==> config.mk <==
export PLATFORM = sky130hd
export DESIGN_NAME = mux8_rr_sequencer
export DESIGN_NICKNAME = d
export VERILOG_FILES = /design/src/rtl/mux8_rr_sequencer.sv
export SDC_FILE = /design/constraint.sdc
export NUM_CORES = 1
export LEC_CHECK = 0
export ABC_CLOCK_PERIOD_IN_PS = 8000
export CAP_MARGIN = 20
export CORE_ASPECT_RATIO = 0.6
export CORE_MARGIN = 2
export CORE_UTILIZATION = 40
export CTS_BUF_LIST = sky130_fd_sc_hd__clkbuf_16
export CTS_CLUSTER_SIZE = 14
export DETAILED_ROUTE_END_ITERATION = 8
export PLACE_DENSITY = 0.65
export SETUP_SLACK_MARGIN = 0.3
export SYNTH_ARGS = -nofsm -noshare
export SYNTH_HDL_FRONTEND = slang
export SYNTH_SLANG_ARGS = --single-unit
==> constraint.sdc <==
create_clock -name clk -period 8 [get_ports clk]
set_clock_uncertainty 0.05 [all_clocks]
set_input_delay 1.6 -clock clk [delete_from_list [all_inputs] [get_ports clk]]
set_output_delay 1.6 -clock clk [all_outputs]
set_load 0.03 [all_outputs]
==> src/rtl/mux8_rr_sequencer.sv <==
// Round-robin sequencer around an external 8:1 word mux: arbitrates req, drives sel,
// captures mux_data and presents it on a valid/ready port. MUX8_SEQ_FIXED_PRIO_EN selects fixed priority.
module mux8_rr_sequencer #(
  parameter int BITS = 8
) (
  input  logic            clk,
  input  logic            rst_n,
  input  logic [7:0]      req,
  output logic [2:0]      sel,
  input  logic [BITS-1:0] mux_data,
  output logic [7:0]      ack,
  output logic            out_valid,
  input  logic            out_ready,
  output logic [BITS-1:0] out_data,
  output logic            busy
);

  localparam logic [1:0] IDLE   = 2'd0;
  localparam logic [1:0] SETTLE = 2'd1;
  localparam logic [1:0] HOLD   = 2'd2;

  logic [1:0]      state_r, state_nxt_s;
  logic [2:0]      sel_r, sel_nxt_s;
  logic [7:0]      ack_r, ack_nxt_s;
  logic            out_valid_r, valid_nxt_s;
  logic [BITS-1:0] out_data_r, data_nxt_s;
  logic            busy_r;
  logic [2:0]      arb_start_s;
  logic [3:0]      win_s;

  // {found, index} of the first set request scanning start, start+1, ... modulo 8.
  // Scanning downward lets the lowest offset overwrite the others.
  function automatic logic [3:0] pick_winner(input logic [7:0] req_v, input logic [2:0] start);
    logic [3:0] result;
    logic [2:0] idx;
    result = 4'd0;
    for (int i = 7; i >= 0; i--) begin
      idx = start + 3'(i);
      if (req_v[idx]) begin
        result = {1'b1, idx};
      end else begin
        result = result;
      end
    end
    return result;
  endfunction

`ifdef MUX8_SEQ_FIXED_PRIO_EN
  assign arb_start_s = 3'd0;
`else
  logic [2:0] ptr_r;

  // Round-robin pointer advances past the channel being captured.
  always_ff @(posedge clk or negedge rst_n) begin
    if (!rst_n) begin
      ptr_r <= 3'd0;
    end else if (state_r == SETTLE) begin
      ptr_r <= sel_r + 3'd1;
    end else begin
      ptr_r <= ptr_r;
    end
  end

  assign arb_start_s = ptr_r;
`endif

  assign win_s = pick_winner(req, arb_start_s);

  // Next-state and next-output decode for the IDLE/SETTLE/HOLD sequence.
  always_comb begin
    state_nxt_s = state_r;
    sel_nxt_s   = sel_r;
    ack_nxt_s   = 8'd0;
    valid_nxt_s = out_valid_r;
    data_nxt_s  = out_data_r;
    case (state_r)
      IDLE: begin
        if (win_s[3]) begin
          sel_nxt_s   = win_s[2:0];
          state_nxt_s = SETTLE;
        end else begin
          state_nxt_s = IDLE;
        end
      end
      SETTLE: begin
        // req is not re-checked here: the selected word is captured regardless.
        data_nxt_s  = mux_data;
        valid_nxt_s = 1'b1;
        ack_nxt_s   = 8'd1 << sel_r;
        state_nxt_s = HOLD;
      end
      HOLD: begin
        if (out_valid_r && out_ready) begin
          valid_nxt_s = 1'b0;
          if (win_s[3]) begin
            sel_nxt_s   = win_s[2:0];
            state_nxt_s = SETTLE;
          end else begin
            state_nxt_s = IDLE;
          end
        end else begin
          state_nxt_s = HOLD;
        end
      end
      default: begin
        valid_nxt_s = 1'b0;
        state_nxt_s = IDLE;
      end
    endcase
  end

  // State and registered outputs; async reset discards any word in flight.
  always_ff @(posedge clk or negedge rst_n) begin
    if (!rst_n) begin
      state_r     <= IDLE;
      sel_r       <= 3'd0;
      ack_r       <= 8'd0;
      out_valid_r <= 1'b0;
      out_data_r  <= '0;
      busy_r      <= 1'b0;
    end else begin
      state_r     <= state_nxt_s;
      sel_r       <= sel_nxt_s;
      ack_r       <= ack_nxt_s;
      out_valid_r <= valid_nxt_s;
      out_data_r  <= data_nxt_s;
      busy_r      <= (state_nxt_s != IDLE);
    end
  end

  assign sel       = sel_r;
  assign ack       = ack_r;
  assign out_valid = out_valid_r;
  assign out_data  = out_data_r;
  assign busy      = busy_r;

endmodule

Word-level counts from Yosys, hierarchy flattened
Index checks and enable logic that the tools add are counted. W data, S select, Z words.

Add/subtract/negate cells: 8. Magnitude comparators: 8. Eq/ne operators: 3. Shift operators: 1. Multiplexer cells: 33. Bitwise gates (word level): 1. Reduce and logical (&&, ||, !) cells: 6.

Operator list (count): $lt A3 B4 Y1 const B (8); $mux W4 (8); $bmux W1 S3 (8); $add A3 B3 Y3 const B (4); $mux W1 (10); $mux W8 (1); $shl A1 B3 Y8 const A (1); $add A3 B1 Y3 const B (2); $add A3 B2 Y3 const B (2); $mux W3 (2); $pmux W2 S3 (1); $pmux W3 S2 (1); $reduce_and A2 Y1 (2); $reduce_bool A2 Y1 (2); $pmux W1 S3 (1); $eq A2 B1 Y1 const B (1); $eq A2 B2 Y1 const B (1); $logic_not A2 Y1 (1); $mux W2 (1); $ne A2 B2 Y1 const B (1); $logic_and A1 B1 Y1 (1); $not A1 Y1 (1).

Register bits: 26. Output and inout bits: 21.

Depth between registers and ports, before layout
Depth after elaboration: 15. Mapped depth: 12. Depth with buffers taken out: 9.

Worst setup path after synthesis
No wires, ideal clock.

Kind: input to register. Start: input port req[1]. End: register sel_r[1], in the netlist sel[1]. Setup time: 0.104 ns. Data arrival time: 3.292 ns. Required time: 7.846 ns. Path slack: 4.555 ns. Stages: 6. Path buffers: 0. Cells stage by stage: mux4_2 > mux2_4 > o32a_1 > o31ai_1 > a21oi_1 > o41ai_2.

Cells in the longest elaborated chain, start to end: 13. Elaborated cells on any way between the ends: 27.

Ends and longest elaborated chain: start: declaration (RTL line 8) `input logic [7:0] req,`; $bmux W1 S3 (RTL line 39) `if (req_v[idx]) begin`; $mux W1 (not written as such) (RTL line 39); $mux W4 (7 in a row) (RTL line 39); $mux W4 * (RTL line 39); $mux W3 * (RTL line 78, 95); $mux W3 (RTL line 93) `if (out_valid_r && out_ready) begin`; $pmux W3 S2 * (RTL line 76) `case (state_r)`; end signal: assignment (RTL line 123) `sel_r <= sel_nxt_s;`; end: declaration (RTL line 23) `logic [2:0] sel_r, sel_nxt_s;`.

Mark *: on every way between the ends. The rest lies on a longest branch, timed or not. The select of a mux whose other input is x is not followed. A chain may end at the register's enable or synchronous reset.

Worst setup path in the final report
Start: input port req[2]. End: register sel_r[2], in the netlist sel[2].

Same word-level chain as after synthesis.

==> flow_metrics.tcl <==
set metrics [dict create \
    grt_pass1_wl_mm 7.43 \
    period_minus_slack_ps 3920 \
    ioPinCount 40 \
    overflow 0 \
    layout_common_cells "nand2_1 (42), clkdlybuf4s50_1 (39), dfrtp_1 (26), o21ai_0 (10), inv_1 (9)" \
    areaGrowthSynthToFinish_pct 28.4 \
    io_buffers 39 \
    drv_cap 0 \
    crit_chain "clkdlybuf4s50_1 -> mux4_2 -> nand2b_1 -> a221o_1 -> a21oi_1 -> a221oi_1 -> o41ai_1 -> a22o_1" \
    ys_seq_area_frac 0.344 \
    critPathKind "in2reg" \
    synthCells 195 \
    hold_path_depth 2 \
    worstSetupStartpointType "input pin" \
    die_width_microns 92.8 \
    setup_violations 0 \
    hp-class "reg2reg" \
    cp.depth 8 \
    vias_per_cell 5.54 \
    synth-edff-count 0 \
    grt_max_degree 27 \
    ant_nets 0 \
    drive_gt1_frac 0.0917 \
    postCtsSetupBuffers 0 \
    cts_max_level 1 \
    arrival_ps 4070 \
    tightest_slew_ps 786 \
    place_hpwl_mm 3.34 \
    crit_slowest_cell "mux4_2" \
    hold_viol 0 \
    dr.pass1.iters 4 \
    nNetsFinal 257 \
    start_util 0.414 \
    synthFlopType "dfrtp_1" \
    track_usage 0.175 \
    ys_types 47 \
    fin_crit_sh 0.490 \
    drv_slew 0 \
    dieArea_sq_um 5310 \
    vias 1619 \
    cts_resized 0 \
    avgSynthCellArea_sq_um 9.70 \
    insertion_delay_ps 260 \
    max_freq_ghz 0.255 \
    path_buf_inv 1 \
    gp_congestion 0.900 \
    status "finished clean" \
    drt-total-wl_mm 4.35 \
    row_count 19 \
    peakVddDrop_uv 187 \
    max_stage_delay_ps 580 \
    layout_commonest_cell "nand2_1" \
    rsz0062_at_grt "false" \
    relSlewSlack 0.476 \
    antenna_found_initial 0 \
    hold_buffers 0 \
    first_iter_violations 197 \
    p_leak_nw 1.06 \
    cts_buffers 3 \
    pre_cts_slack_ps 3810 \
    syn_nets 222 \
    final.setup.tns_ps 0 \
    drc_errors 0 \
    n_antenna_cell 0 \
    cts-root-buf "clkbuf_16" \
    cp.required_ps 8150 \
    tritoncts "built" \
    crit_path_max_fanout 7 \
    cts_max_path_buffers 2 \
    ys.warnings.count 0 \
    crit_path_end_kind "flop" \
    yosys_register_bits 26 \
    netlist_area_sq_um 1890 \
    clk_pin_slew_ps 70 \
    r2r_cells 9 \
    power_density_nw_per_um2 455 \
    wl_per_cell_microns 14.9 \
    synth-async-reset-ratio 1.00 \
    die_y_microns 57.3 \
    grt_pass1_vias 1476 \
    clkSinkCount 26 \
    cp_top_family "compound AO/OA/AOI/OAI gates" \
    core_region_area_sq_um 4560 \
    setup_ws_ps 4080 \
]
-- worst paths after layout --
path	slack [ps]	from	endpoint
setup / recovery	4080	req[2]	sel[2]
hold / removal	430	out_data[7]	out_data[7]
setup reg to reg	4350	arb_start_s[0]	sel[2]
max in group asynchronous	5990	rst_n	sel[0]
min in group asynchronous	1660	rst_n	ack[7]
hold reg to reg	430	out_data[7]	out_data[7]
-- cells in the mapped netlist, drive strengths merged, types with 2 or more instances --
cell type	n	area, sq um
clkbuf	7	26.3
nor3	2	10.0
mux2	5	60.1
xor2	2	17.5
mux2i	7	70.1
a2111oi	2	17.5
nand2b	5	31.3
nor2	7	26.3
o41ai	3	33.8
mux4	11	259
buf	4	26.3
inv	9	33.8
nand2	42	158
a221o	2	20.0
or2	2	12.5
and3	6	37.5
ha	8	100
o21ai	10	50.1
and2	5	31.3
dfrtp	26	651
or4	2	15.0
nor2b	3	18.8
a21oi	6	30.0
-- routing by layer --
layer	track usage	vias up	part of all wire
li1	-	777	-
met1	0.295	778	0.52
met2	0.225	64	0.39
met3	0.0581	0	0.094
met4	0.00630	0	0
met5	0	-	0
-- cell families after synthesis --
group	synth area share
buffers and inverters	0.0456
and+or+nand+nor	0.196
DFF	0.344
muxes	0.206
adders and majority gates	0.0529
xor gates and xnor gates	0.0139
AOI/OAI and AO/OA	0.142
-- worst reg2reg max path, cell delays in order (launching register included) --
cell and delay (ps):
dfrtp_1 850, inv_1 230, ha_1 660, mux2_2 390, o221ai_1 270, a221o_1 200, nand3b_1 110, a2111oi_0 450
o41ai_1 130, a22o_1 210
-- final cells by class --
class	instances	area, sq um
fillers	429	2140
clock inverters	1	30.0
repair buffers	41	405
multi-input cells	149	1150
inverters	9	33.8
flip-flops and latches	26	651
well taps	63	78.8
clock buffers	3	75.1
-- flip-flops by register name, summed over array words and instances (netlist names) --
register     cells
ack              8
busy             1
out_valid        1
sel              3
state_r          2
out_data         8
arb_start_s      3
-- metrics by stage --
stage	power, mW	hold slack (ps)	utilization	cells	instance area (sq um)
global route	1.20	459	0.532	292	2430
floorplan	0.769	479	-	195	1890
CTS	1.10	433	0.530	291	2420
detailed placement	0.954	418	0.507	287	2320
global placement	0.956	411	0.507	287	2320
finish	1.10	430	0.532	292	2430
-- report_power, final --
group          internal [mW]  leakage [nW]  switching, mW  total [mW]
clock                 0.0995        0.0511         0.0444       0.144
combinational          0.318         0.679          0.389       0.707
sequential             0.182         0.331         0.0717       0.254
Note: power is estimated with default switching activity, not from simulation.
